[src/rtl/cpu_dbg_pkg.sv]
// ---------------------------------------------------------------------------
// cpu_dbg_pkg
// Shared definitions for the CPU step/debug controller:
//   - default parameter values (address widths, counter width, debounce and
//     register-scan timing)
//   - run-mode encodings driven on the controller's mode input
//   - FSM state encodings (plain constants for legacy tools, plus an enum
//     view of the same values for waveform viewers and assertions)
// ---------------------------------------------------------------------------
package cpu_dbg_pkg;

  // Default parameter values
  localparam int unsigned DEF_AW       = 32;
  localparam int unsigned DEF_RF_AW    = 5;
  localparam int unsigned DEF_CNT_W    = 16;
  localparam logic [19:0] DEF_DEB_CYC  = 20'd500000;
  localparam int unsigned DEF_SCAN_DIV = 24;

  // Run-mode encodings
  localparam logic [1:0] MODE_HALT  = 2'b00;
  localparam logic [1:0] MODE_STEP  = 2'b01;
  localparam logic [1:0] MODE_BURST = 2'b10;
  localparam logic [1:0] MODE_RUN   = 2'b11;

  // FSM state encodings
  localparam logic [2:0] ST_IDLE  = 3'd0;
  localparam logic [2:0] ST_STEP  = 3'd1;
  localparam logic [2:0] ST_BURST = 3'd2;
  localparam logic [2:0] ST_RUN   = 3'd3;
  localparam logic [2:0] ST_BREAK = 3'd4;

  typedef enum logic [2:0] {
    S_IDLE  = ST_IDLE,
    S_STEP  = ST_STEP,
    S_BURST = ST_BURST,
    S_RUN   = ST_RUN,
    S_BREAK = ST_BREAK
  } state_e;

endpackage

[src/rtl/cpu_step_debug_ctrl_btn_debounce.sv]
// ---------------------------------------------------------------------------
// btn_debounce
// Two-flop synchroniser followed by a stable-count debouncer for a raw
// push-button input.
// Ports:
//   clk      in  clock
//   resetn   in  synchronous active-low reset
//   btn_raw  in  raw asynchronous button level (high = pressed)
//   level    out debounced button level
//   press    out one-clk pulse on each accepted 0->1 transition
// A new level is accepted only after DEB_CYC consecutive synchronised samples
// all differ from the current level; a single sample equal to the current
// level restarts the count.
// ---------------------------------------------------------------------------
module btn_debounce
  import cpu_dbg_pkg::*;
#(
  parameter logic [19:0] DEB_CYC = DEF_DEB_CYC
) (
  input  logic clk,
  input  logic resetn,
  input  logic btn_raw,
  output logic level,
  output logic press
);

  logic [1:0]  sync_q, sync_d;
  logic        level_q, level_d;
  logic        press_q, press_d;
  logic [19:0] cnt_q, cnt_d;
  logic [20:0] cnt_inc;
  logic        sample;

  assign sample  = sync_q[1];
  assign cnt_inc = {1'b0, cnt_q} + 21'd1;

  always_comb begin
    sync_d  = {sync_q[0], btn_raw};
    level_d = level_q;
    cnt_d   = cnt_q;
    press_d = 1'b0;
    if (sample == level_q) begin
      cnt_d = '0;
    end else if (cnt_inc >= {1'b0, DEB_CYC}) begin
      // This sample completes the run of differing samples: accept it.
      level_d = sample;
      cnt_d   = '0;
      press_d = sample;
    end else begin
      cnt_d = cnt_inc[19:0];
    end
  end

  always_ff @(posedge clk) begin
    if (!resetn) begin
      sync_q  <= '0;
      level_q <= 1'b0;
      press_q <= 1'b0;
      cnt_q   <= '0;
    end else begin
      sync_q  <= sync_d;
      level_q <= level_d;
      press_q <= press_d;
      cnt_q   <= cnt_d;
    end
  end

  assign level = level_q;
  assign press = press_q;

endmodule

[src/rtl/cpu_step_debug_ctrl.sv]
// ---------------------------------------------------------------------------
// cpu_step_debug_ctrl
// Board-level run/step controller for a soft CPU: gates the CPU clock enable
// according to a run mode and a debounced step button, counts granted CPU
// cycles, scans a register-file display address and keeps a memory watch
// address.
// Ports:
//   clk, resetn                 clock, synchronous active-low reset
//   btn_step                    raw step button (high = pressed)
//   mode[1:0]                   00 HALT, 01 STEP, 10 BURST, 11 RUN
//   burst_len[CNT_W-1:0]        CPU cycles per BURST press (0 behaves as 1)
//   cpu_pc, bp_addr, bp_valid   breakpoint compare inputs
//   mem_addr_ld/in/inc          watch-address load / +4 step (load wins)
//   cpu_clk_en                  CPU clock-gate enable (held 1 during reset so
//                               the CPU sees its own synchronous reset)
//   halted                      CPU not advancing (0 during reset)
//   bp_hit                      sticky breakpoint flag
//   step_cnt                    CPU cycles granted since reset
//   rf_scan_addr                register-file scan address
//   mem_addr                    memory watch address
// Build option: define BREAKPOINT_EN to include the breakpoint compare, the
// BREAK state and the bp_hit flag; otherwise bp_hit is tied 0 and the
// breakpoint inputs are ignored.
// ---------------------------------------------------------------------------
module cpu_step_debug_ctrl
  import cpu_dbg_pkg::*;
#(
  parameter int unsigned AW       = DEF_AW,
  parameter int unsigned RF_AW    = DEF_RF_AW,
  parameter int unsigned CNT_W    = DEF_CNT_W,
  parameter logic [19:0] DEB_CYC  = DEF_DEB_CYC,
  parameter int unsigned SCAN_DIV = DEF_SCAN_DIV
) (
  input  logic             clk,
  input  logic             resetn,
  input  logic             btn_step,
  input  logic [1:0]       mode,
  input  logic [CNT_W-1:0] burst_len,
  input  logic [AW-1:0]    cpu_pc,
  input  logic [AW-1:0]    bp_addr,
  input  logic             bp_valid,
  input  logic             mem_addr_ld,
  input  logic [AW-1:0]    mem_addr_in,
  input  logic             mem_addr_inc,
  output logic             cpu_clk_en,
  output logic             halted,
  output logic             bp_hit,
  output logic [CNT_W-1:0] step_cnt,
  output logic [RF_AW-1:0] rf_scan_addr,
  output logic [AW-1:0]    mem_addr
);

  logic btn_level;
  logic btn_press;

  btn_debounce #(
    .DEB_CYC (DEB_CYC)
  ) u_btn_debounce (
    .clk     (clk),
    .resetn  (resetn),
    .btn_raw (btn_step),
    .level   (btn_level),
    .press   (btn_press)
  );

  logic [2:0]          state_q, state_d;
  logic [CNT_W-1:0]    remaining_q, remaining_d;
  logic [CNT_W-1:0]    step_cnt_q, step_cnt_d;
  logic [SCAN_DIV-1:0] scan_div_q, scan_div_d;
  logic [RF_AW-1:0]    rf_scan_q, rf_scan_d;
  logic [AW-1:0]       mem_addr_q, mem_addr_d;
  logic [CNT_W-1:0]    burst_load;
  logic                run_en;

  assign burst_load = (burst_len == '0) ? CNT_W'(1) : burst_len;

`ifdef BREAKPOINT_EN
  logic bp_hit_q, bp_hit_d;
  logic bp_match;
  logic unused_ok;

  assign bp_match  = bp_valid && (cpu_pc == bp_addr);
  assign unused_ok = &{1'b0, btn_level};
`else
  logic unused_ok;

  assign unused_ok = &{1'b0, btn_level, cpu_pc, bp_addr, bp_valid};
`endif

  // Run-control FSM. run_en is the enable granted to the CPU this clk when
  // out of reset; presses outside IDLE/BREAK simply fall on the floor.
  always_comb begin
    state_d     = state_q;
    remaining_d = remaining_q;
    run_en      = 1'b0;
`ifdef BREAKPOINT_EN
    bp_hit_d    = bp_hit_q;
`endif
    case (state_q)
      ST_IDLE: begin
        if (mode == MODE_RUN) begin
          state_d = ST_RUN;
        end else if (btn_press && (mode == MODE_STEP)) begin
          state_d = ST_STEP;
        end else if (btn_press && (mode == MODE_BURST)) begin
          state_d     = ST_BURST;
          remaining_d = burst_load;
        end
      end
      ST_STEP: begin
        run_en  = 1'b1;
        state_d = ST_IDLE;
      end
      ST_BURST: begin
        // Mode is deliberately not looked at: a burst always runs to the end.
        run_en      = 1'b1;
        remaining_d = remaining_q - CNT_W'(1);
        if (remaining_q <= CNT_W'(1)) begin
          state_d = ST_IDLE;
        end
`ifdef BREAKPOINT_EN
        if (bp_match) begin
          run_en   = 1'b0;
          state_d  = ST_BREAK;
          bp_hit_d = 1'b1;
        end
`endif
      end
      ST_RUN: begin
        run_en = 1'b1;
        if (mode != MODE_RUN) begin
          state_d = ST_IDLE;
        end
`ifdef BREAKPOINT_EN
        if (bp_match) begin
          run_en   = 1'b0;
          state_d  = ST_BREAK;
          bp_hit_d = 1'b1;
        end
`endif
      end
`ifdef BREAKPOINT_EN
      ST_BREAK: begin
        // Only a single step moves past a breakpoint; STEP is not compared,
        // so the CPU can leave the breakpoint address.
        if (btn_press && (mode == MODE_STEP)) begin
          state_d  = ST_STEP;
          bp_hit_d = 1'b0;
        end
      end
`endif
      default: begin
        state_d = ST_IDLE;
      end
    endcase
  end

  // Counters and watch address
  always_comb begin
    step_cnt_d = step_cnt_q + CNT_W'(run_en);
    scan_div_d = scan_div_q + SCAN_DIV'(1);
    rf_scan_d  = (&scan_div_q) ? (rf_scan_q + RF_AW'(1)) : rf_scan_q;
    mem_addr_d = mem_addr_q;
    if (mem_addr_ld) begin
      mem_addr_d = mem_addr_in;
    end else if (mem_addr_inc) begin
      mem_addr_d = mem_addr_q + AW'(4);
    end
  end

  always_ff @(posedge clk) begin
    if (!resetn) begin
      state_q     <= ST_IDLE;
      remaining_q <= '0;
      step_cnt_q  <= '0;
      scan_div_q  <= '0;
      rf_scan_q   <= '0;
      mem_addr_q  <= '0;
    end else begin
      state_q     <= state_d;
      remaining_q <= remaining_d;
      step_cnt_q  <= step_cnt_d;
      scan_div_q  <= scan_div_d;
      rf_scan_q   <= rf_scan_d;
      mem_addr_q  <= mem_addr_d;
    end
  end

`ifdef BREAKPOINT_EN
  always_ff @(posedge clk) begin
    if (!resetn) begin
      bp_hit_q <= 1'b0;
    end else begin
      bp_hit_q <= bp_hit_d;
    end
  end

  assign bp_hit = bp_hit_q;
`else
  assign bp_hit = 1'b0;
`endif

  // The CPU clock runs through reset so the CPU's own synchronous reset lands.
  assign cpu_clk_en   = ~resetn | run_en;
  assign halted       = resetn & ~run_en;
  assign step_cnt     = step_cnt_q;
  assign rf_scan_addr = rf_scan_q;
  assign mem_addr     = mem_addr_q;

endmodule

[config.mk]
export PLATFORM = sky130hd
export DESIGN_NAME = cpu_step_debug_ctrl
export DESIGN_NICKNAME = d
export VERILOG_FILES = /design/src/rtl/cpu_dbg_pkg.sv /design/src/rtl/cpu_step_debug_ctrl_btn_debounce.sv /design/src/rtl/cpu_step_debug_ctrl.sv
export SDC_FILE = /design/constraint.sdc
export NUM_CORES = 1
export LEC_CHECK = 0
export CELL_PAD_IN_SITES_DETAIL_PLACEMENT = 1
export CELL_PAD_IN_SITES_GLOBAL_PLACEMENT = 2
export CORE_MARGIN = 2
export CORE_UTILIZATION = 29
export DETAILED_ROUTE_END_ITERATION = 8
export PLACE_DENSITY_LB_ADDON = 0.05
export SLEW_MARGIN = 25
export SYNTH_ARGS = -nofsm -noshare
export SYNTH_HDL_FRONTEND = slang
export SYNTH_SLANG_ARGS = --single-unit
[constraint.sdc]
create_clock -name clk -period 3.5 [get_ports clk]
set_input_delay 0.7 -clock clk [delete_from_list [all_inputs] [get_ports clk]]
set_output_delay 0.7 -clock clk [all_outputs]
set_load 0.05 [all_outputs]
Yosys cells after proc, flatten, opt, wreduce, memory -nomap -nowiden
Index checks and enable logic that the tools add are counted.
{"block": "word_totals", "register_bits": 120, "input_bits": 120, "wordCells": 65}
{"block": "classes", "n_addsub": 6, "order_cmp": 2, "eq_ne": 14, "mux": 14, "n_bitwise": 6, "n_reduce_logical": 13}
{"cell": "two-way mux 16 bit", "count": 4}
{"cell": "two-way mux 32 bit", "count": 2}
{"cell": "adder 32 x 3 -> 32 bit (second input constant)", "count": 1}
{"cell": "one-hot mux 16 bit (2 select lines)", "count": 1}
{"cell": "adder 24 x 1 -> 24 bit (second input constant)", "count": 1}
{"cell": "AND reduction 24 bit", "count": 1}
{"cell": "adder 20 x 1 -> 21 bit (second input constant)", "count": 1}
{"cell": ">= comparator 21 x 19 -> 1 bit (second input constant)", "count": 1}
{"cell": "adder 16 x 1 -> 16 bit", "count": 1}
{"cell": "<= comparator 16 x 1 -> 1 bit (second input constant)", "count": 1}
{"cell": "zero test 16 bit", "count": 1}
{"cell": "subtractor 16 x 1 -> 16 bit (second input constant)", "count": 1}
{"cell": "two-way mux 3 bit", "count": 5}
{"cell": "!= test 2 bit (second input constant)", "count": 6}
{"cell": "one-hot mux 3 bit (3 select lines)", "count": 1}
{"cell": "OR reduction 3 bit", "count": 3}
{"cell": "== test 3 x 2 -> 1 bit (second input constant)", "count": 2}
{"cell": "adder 5 x 1 -> 5 bit (second input constant)", "count": 1}
{"cell": "== test 2 bit (second input constant)", "count": 2}
{"cell": "!= test 4 bit (second input constant)", "count": 1}
{"cell": "inverter 1 bit", "count": 4}
{"cell": "AND reduction 4 bit", "count": 1}
{"cell": "nonzero test 2 bit", "count": 2}
{"cell": "== test 3 x 1 -> 1 bit (second input constant)", "count": 1}
{"cell": "other kinds (9)", "count": 10}

Logic depth before layout (Yosys ltp)
Gate-level depths: netlist of run 1.
{"block": "logic_depth", "word_depth": 6, "depth_mapped": 9, "depth_no_buf": 8}

Cells and area by module
Synthesis of run 1 repeated with hierarchy kept, for this count alone.
{"block": "hier_totals", "cells_unflattened": 793, "area_unflattened_um2": 6478.7}
{"mod": "cpu_step_debug_ctrl", "n_inst": 1, "cells_per_inst": 641, "area_each_um2": 5162.5}
{"mod": "btn_debounce", "n_inst": 1, "cells_per_inst": 152, "area_each_um2": 1316.3}

Worst setup path after synthesis of run 1
No wires, ideal clock.
{"block": "synth_timing", "path_type": "input-to-output", "start": "input port resetn", "end": "output port halted", "t_arrival_ns": 1.965, "required_time_ns": 2.800, "slack_ns": 0.835, "stages": 4, "path_buffers": 2, "cell_sequence": "clkbuf_1 -> clkbuf_1 -> nand2_1 -> inv_1"}
{"block": "synth_via", "elab_chain_cells": 1}
{"element": "from (decl)", "line": "cpu_step_debug_ctrl.sv:35", "rtl": "input logic resetn,"}
{"element": "AND 1 bit", "line": "cpu_step_debug_ctrl.sv:205", "rtl": "assign halted = resetn & ~run_en;"}
{"element": "to (decl)", "line": "cpu_step_debug_ctrl.sv:46", "rtl": "output logic halted,"}
Every way passes these cells.

Worst setup path after layout of run 1
{"block": "layout_timing", "start": "register state_q[0]", "end": "output port cpu_clk_en"}
{"block": "layout_via", "elab_chain_cells": 4, "word_cells_on_any_way": 6, "classes_between": "eq/ne: 3; mux: 1; bitwise: 1; reduce/logical: 1"}
{"element": "from (decl)", "line": "cpu_step_debug_ctrl.sv:66", "rtl": "logic [2:0] state_q, state_d;"}
{"element": "from (signal assigned)", "line": "cpu_step_debug_ctrl.sv:180", "rtl": "state_q <= state_d;"}
{"element": "== test 3 x 2 -> 1 bit or == test 3 x 1 -> 1 bit (tied branches)", "line": "cpu_step_debug_ctrl.sv:99", "rtl": "case (state_q)"}
{"element": "OR reduction 3 bit (no source line) (*)"}
{"element": "two-way mux 1 bit (*)", "line": "cpu_step_debug_ctrl.sv:99"}
{"element": "bitwise OR 1 bit (*)", "line": "cpu_step_debug_ctrl.sv:204", "rtl": "assign cpu_clk_en = ~resetn | run_en;"}
{"element": "to (decl)", "line": "cpu_step_debug_ctrl.sv:45", "rtl": "output logic cpu_clk_en,"}
Every way passes the cells marked *; elsewhere a longest branch is shown, timed or not.

==> results of run 1 <==
-- sequential cells by signal (all words and copies together) (netlist names), 2 cells and up --
name and flops:
scan_div_q 24, rf_scan_addr 5, u_btn_debounce.sync_q 2, u_btn_debounce.cnt_q 20
remaining_q 16, mem_addr 32, state_q 2, step_cnt 16
-- final cells by class --
| type | instances | area (um^2) | share of cell area |
|---|---|---|---|
| multi-input cells | 550 | 3330 | 0.422 |
| flip-flops and latches | 119 | 2380 | 0.302 |
| repair buffers | 116 | 1140 | 0.144 |
| clock buffers | 18 | 439 | 0.0556 |
| well taps | 270 | 338 | 0.0428 |
| clock inverters | 14 | 223 | 0.0282 |
| inverters | 13 | 48.8 | 0.00618 |
-- report_power, final --
| group | leakage (nW) | switching, W | total [W] | internal (W) |
|---|---|---|---|---|
| Sequential | 0.969 | 0.0000491 | 0.00145 | 0.00140 |
| Combinational | 1.54 | 0.000291 | 0.000484 | 0.000193 |
| Clock | 0.317 | 0.000674 | 0.00196 | 0.00129 |
| Total | 2.83 | 0.00101 | 0.00390 | 0.00289 |
-- kinds of logic (layout without fill, tap and decap cells) --
kind of cell | after synthesis | count (layout) | share of synthesized area
simple gates | 326 | 326 | 0.281
flops | 119 | 119 | 0.404
compound gates | 117 | 117 | 0.119
buf+inv | 45 | 161 | 0.0310
other cells | 1 | 2 | 0.000636
xor+xnor | 83 | 83 | 0.123
mux | 14 | 14 | 0.0238
fa+ha+maj | 8 | 8 | 0.0170
-- stage by stage --
stage / instances / util / hold slack [ns]
floorplan: 714 / - / 0.412
global placement: 1068 / 0.360 / 0.428
detailed placement: 1068 / 0.360 / 0.445
CTS: 1100 / 0.393 / 0.452
global route: 1100 / 0.393 / 0.483
finish: 1100 / 0.393 / 0.450
-- Yosys cell counts (2+ instances only) --
| master | number | share of area |
|---|---|---|
| a211oi_1 | 5 | 0.0064 |
| or3_1 | 7 | 0.0074 |
| dfxtp_1 | 119 | 0.40 |
| a21oi_1 | 41 | 0.035 |
| xor2_1 | 34 | 0.051 |
| and3_1 | 19 | 0.020 |
| a221oi_1 | 2 | 0.0030 |
| nand2_1 | 58 | 0.037 |
| mux2i_1 | 14 | 0.024 |
| a41oi_1 | 3 | 0.0045 |
| nor2_1 | 88 | 0.056 |
| nand4_1 | 23 | 0.024 |
| nor3_1 | 14 | 0.012 |
| nand2b_1 | 2 | 0.0021 |
| xnor2_1 | 49 | 0.073 |
| o211ai_1 | 2 | 0.0025 |
| nor3b_1 | 2 | 0.0025 |
| nor4_1 | 10 | 0.011 |
| a22oi_1 | 3 | 0.0038 |
| a31oi_1 | 4 | 0.0042 |
| nor2b_1 | 11 | 0.012 |
| a21boi_0 | 3 | 0.0038 |
| and2_1 | 51 | 0.054 |
| clkbuf_1 | 27 | 0.017 |
| nand3_1 | 30 | 0.025 |
| inv_1 | 12 | 0.0076 |
| ha_1 | 8 | 0.017 |
| and4_1 | 4 | 0.0059 |
| o21bai_1 | 2 | 0.0025 |
| o21ai_0 | 40 | 0.034 |
-- routing by layer --
layer	wire, um	share of wire	up-vias	track usage
met3	653	0.040	12	0.0450
met2	8010	0.49	88	0.273
met4	157	0.0095	0	0.0388
li1	-	-	2661	-
met1	7640	0.46	2552	0.193
met5	0	0	-	0
-- path summary, 6_finish.rpt --
kind / start / to / slack (ns) / cells after the start
worst max-delay path: state_q[0] / cpu_clk_en / 0.93 / 3
worst min-delay path: scan_div_q[0] / scan_div_q[0] / 0.45 / 1
worst max register to register: u_btn_debounce.cnt_q[0] / u_btn_debounce.cnt_q[8] / 1.01 / 8
worst min register to register: scan_div_q[0] / scan_div_q[0] / 0.45 / 1
==> flow_metrics.env, run 1 <==
export IMPL_core_area_mm2=0.0201
export IMPL_grt_overflow=0
export IMPL_clkSlewWorstSetupHoldPaths_ns=0.06
export IMPL_wl_per_cell_um=15.0
export IMPL_cts_root_buffer_cell="clkbuf_16"
export IMPL_drv_slew=0
export IMPL_placement_setup_worst_slack_ns=0.704
export IMPL_chip_width_um=147
export IMPL_max_cap_violations=0
export IMPL_clock_path_buffers=2
export IMPL_synth_ff_type="dfxtp_1"
export IMPL_run_status="finished, final reports clean"
export IMPL_worstPathRequired_ns=2.80
export IMPL_synth_cell_area_mm2=0.00589
export IMPL_dieHeight_um=147
export IMPL_ir_drop_mv=0.292
export IMPL_fin_worst_skew_ns=0.00836
export IMPL_final_setup_worst_slack_ns=0.930
export IMPL_die_area_mm2=0.0215
export IMPL_detailedPlacementHpwl_um=11800
export IMPL_cp_buffers_inverters=1
export IMPL_fraction_of_layout_cells_with_a_size_suffix_above_1=0.0578
export IMPL_num_nets_final=945
export IMPL_global_route_usage_total=0.158
export IMPL_yosysWarningCount=0
export IMPL_finalWorstPathRequiredPeriod_ns=2.57
export IMPL_fmax_mhz=389
export IMPL_initial_core_utilization=0.293
export IMPL_drt_iter0_drc=192
export IMPL_finalHoldViolations=0
export IMPL_path_class="reg2out"
export IMPL_crit_fanout=8
export IMPL_cp_slowest_stage_delay_ns=0.80
export IMPL_vias_per_cell=4.83
export IMPL_grt_start_max_net_pins=73
export IMPL_most_common_layout_cells="dfxtp_1, clkdlybuf4s50_1, nor2_1"
export IMPL_ys_seq_elements=119
export IMPL_report_power_total_w=0.00390
export IMPL_critical_path_cell_chain="nor2_1 -> nand2_1 -> clkdlybuf4s50_1"
export IMPL_arrival_ns=1.87
export IMPL_timing_final_crit_share=0.734
export IMPL_first_global_vias=5532
export IMPL_cts_buffers=17
export IMPL_drc_errors=0
export IMPL_total_via_count_after_detailed_routing=5313
export IMPL_fp_row_count=52
export IMPL_first_pass_grt_wire_length_um=27700
export IMPL_grt_antenna_before_repair=0
export IMPL_dpl_instance_area_mm2=0.00724
export IMPL_setup_viol_count_final=0
export IMPL_maxSlewHeadroom=0.424
export IMPL_postcts_resize_cnt=0
export IMPL_critical_path_slowest_cell="clkdlybuf4s50_1"
export IMPL_area_growth_pct=34.0
export IMPL_post_synth_inst_count=713
export IMPL_cts_num_sinks=119
export IMPL_power_density_mw_per_mm2=494
export IMPL_cts_post_setup_buffers_inserted=0
export IMPL_worst_skew_pair_late_latency_ns=0.42
export IMPL_end_kind="output port"
export IMPL_min_path_type="reg2reg"
export IMPL_synth_enable_flop_cells=0
export IMPL_holdBufCountCts=0
export IMPL_i_o_pin_count=176
export IMPL_worst_pin_slew_ns=0.856
export IMPL_route_antenna_remaining_nets=0
export IMPL_leakagePower_nw=2.83
export IMPL_seq_area_frac_synth=0.404
export IMPL_final_fill_count=2341
export IMPL_crit_path_start_kind="register"
export IMPL_tritoncts="yes"
export IMPL_drt_first_pass_iters=4
export IMPL_mostFrequentLayoutCell="dfxtp_1"
export IMPL_finalWirelength_um=16500
export IMPL_final_cell_area_mm2=0.00790
export IMPL_asyncSetResetFlopFracSynth=0
export IMPL_synth_cell_type_count=56
export IMPL_timing_critical_path_max_delay_family="buffers and inverters"
export IMPL_finalSetupTns_ns=0
export IMPL_finalWeightedCongestion=0.737
export IMPL_antenna_cells_inserted=0
export IMPL_average_size_of_a_mapped_cell_um2=8.27
export IMPL_cts_htree_levels=4
export IMPL_port_buffers=109
export IMPL_grt_setup_unrepaired="false"
Note: power is estimated with default switching activity, not from simulation.
==> run 2, diff against run 1 <==
- CORE_UTILIZATION: 29 -> 27
- clock period: 3.5 -> 2.4 ns (I/O delays scaled with it)
==> run 2 against run 1 <==
Against the previous run:
- clock skew rose by 0.0012 ns
- critical path depth increased by 6
- count of clock-buffer cells in the layout grew 1
- die area grew 7.2%
- cell area is 2.0% higher
- wire length increased by 3.3%
- global-route usage fell by 0.52 points
- sequential share of layout area fell by 0.56 points
- total power rose by 33%
- flip-flop and latch count stayed put
- critical path type is now reg2reg
- critical endpoint is now u_btn_debounce.press
- largest cell class unchanged
==> flow_metrics.env, run 2 (same netlist as run 1, synthesis figures left out) <==
export IMPL_run_status="finished, final reports clean"
export IMPL_setup_viol_count_final=0
export IMPL_cts_num_sinks=119
export IMPL_power_density_mw_per_mm2=642
export IMPL_final_cell_area_mm2=0.00806
export IMPL_antenna_cells_inserted=0
export IMPL_drv_slew=0
export IMPL_dieHeight_um=152
export IMPL_chip_width_um=152
export IMPL_cts_htree_levels=4
export IMPL_hold_path_end="u_btn_debounce.sync_q[1]"
export IMPL_fin_worst_skew_ns=0.00957
export IMPL_vias_per_cell=4.75
export IMPL_dpl_instance_area_mm2=0.00751
export IMPL_worst_pin_slew_ns=0.558
export IMPL_wl_per_cell_um=15.0
export IMPL_grt_antenna_before_repair=1
export IMPL_most_common_layout_cells="dfxtp_1, clkdlybuf4s50_1, nor2_1"
export IMPL_end_kind="register"
export IMPL_holdBufCountCts=0
export IMPL_drt_first_pass_iters=7
export IMPL_route_antenna_remaining_nets=0
export IMPL_r2r_setup_slack_ns=0.18
export IMPL_max_cap_violations=0
export IMPL_leakagePower_nw=2.94
export IMPL_arrival_ns=2.52
export IMPL_timing_hold_worst_path_depth=1
export IMPL_finalHoldViolations=0
export IMPL_placed_cells_incl_taps=1106
export IMPL_grt_start_max_net_pins=48
export IMPL_global_route_usage_total=0.153
export IMPL_tritoncts="yes"
export IMPL_worst_skew_pair_late_latency_ns=0.41
export IMPL_finalWirelength_um=17000
export IMPL_crit_path_start_kind="register"
export IMPL_initial_core_utilization=0.273
export IMPL_first_global_vias=5652
export IMPL_path_class="reg2reg"
export IMPL_area_growth_pct=36.7
export IMPL_fraction_of_layout_cells_with_a_size_suffix_above_1=0.0935
export IMPL_finalWeightedCongestion=0.763
export IMPL_cts_root_buffer_cell="clkbuf_16"
export IMPL_number_of_cells_on_the_worst_reg_to_reg_path=9
export IMPL_total_via_count_after_detailed_routing=5399
export IMPL_grt_overflow=0
export IMPL_mostFrequentLayoutCell="dfxtp_1"
export IMPL_drc_errors=0
export IMPL_detailedPlacementHpwl_um=12500
export IMPL_finalSetupTns_ns=0
export IMPL_maxSlewHeadroom=0.627
export IMPL_regToRegStartpoint="u_btn_debounce.cnt_q[0]"
export IMPL_clkSlewWorstSetupHoldPaths_ns=0.06
export IMPL_first_pass_grt_wire_length_um=27800
export IMPL_die_area_mm2=0.0230
export IMPL_fp_row_count=54
export IMPL_largest_register_ffs=32
export IMPL_critical_path_reg2reg_endpoint="u_btn_debounce.press"
export IMPL_crit_fanout=5
export IMPL_worstPathRequired_ns=2.69
export IMPL_fmax_mhz=450
export IMPL_min_path_type="reg2reg"
export IMPL_timing_final_crit_share=0.926
export IMPL_core_area_mm2=0.0216
export IMPL_final_core_density=0.373
export IMPL_hp_start="u_btn_debounce.sync_q[0]"
export IMPL_ir_drop_mv=0.368
export IMPL_i_o_pin_count=176
export IMPL_num_nets_final=973
export IMPL_finalWorstPathRequiredPeriod_ns=2.22
export IMPL_cts_buffers=17
export IMPL_drt_iter0_drc=107
export IMPL_port_buffers=109
export IMPL_worst_hold_slack_ns=0.460
export IMPL_final_cell_count_no_fill=1136
export IMPL_clock_path_buffers=2
[run 2: critical path, stage by stage, from the launching register on]
cell and delay (ns):
dfxtp_1 0.38, ha_1 0.21, buf_4 0.15, nand2_1 0.09, nor4_1 0.34, xnor2_1 0.20
nand2_1 0.09, and4b_1 0.36, o21ai_1 0.13, nor3b_1 0.16
[run 2: how the worst max path moves through the flow]
| stage | start | to | slack (ns) | cells past startpoint |
|---|---|---|---|---|
| after floorplan | mem_addr[16] | mem_addr[31] | 0.09 | 7 |
| after global placement | mem_addr_inc | mem_addr[30] | 0.09 | 7 |
| after detailed placement | mem_addr_inc | mem_addr[30] | 0.08 | 7 |
| after CTS | u_btn_debounce.cnt_q[0] | u_btn_debounce.press | 0.05 | 9 |
| after global routing | u_btn_debounce.cnt_q[7] | u_btn_debounce.cnt_q[15] | -0.02 | 8 |
| final | u_btn_debounce.cnt_q[0] | u_btn_debounce.press | 0.18 | 9 |
[run 2: through the flow]
| step | power, W | setup slack, ns |
|---|---|---|
| 2_1_floorplan | 0.00258 | 0.0917 |
| 3_3_place_gp | 0.00290 | 0.0909 |
| 3_5_place_dp | 0.00291 | 0.0770 |
| 4_1_cts | 0.00528 | 0.0526 |
| 5_1_grt | 0.00544 | -0.0165 |
| 6_report | 0.00518 | 0.178 |
[run 2: layer usage]
metal	track usage	part of all wire
met2	0.256	0.47
met3	0.0581	0.069
met4	0.0394	0.0076
met5	0	0
met1	0.184	0.45
[run 2: power breakdown]
part / internal, W / switching (W)
Sequential: 0.00205 / 0.0000716
Clock: 0.00142 / 0.000899
Combinational: 0.000307 / 0.000432
[run 2: timing repair]
| action | CTS | global route |
|---|---|---|
| setup buffers | 0 | 0 |
| resized for setup | 0 | 7 |
| setup endpoints to repair | 0 | 13 |
[run 2: layout make-up]
| type | count | area [um^2] |
|---|---|---|
| fill | 2534 | 13600 |
| timing repair buffer | 144 | 1390 |
| inverter | 13 | 48.8 |
| clock inverter | 11 | 85.1 |
| multi-input combinational | 550 | 3350 |
| sequential | 119 | 2380 |
| tap | 280 | 350 |
| clock buffer | 19 | 443 |
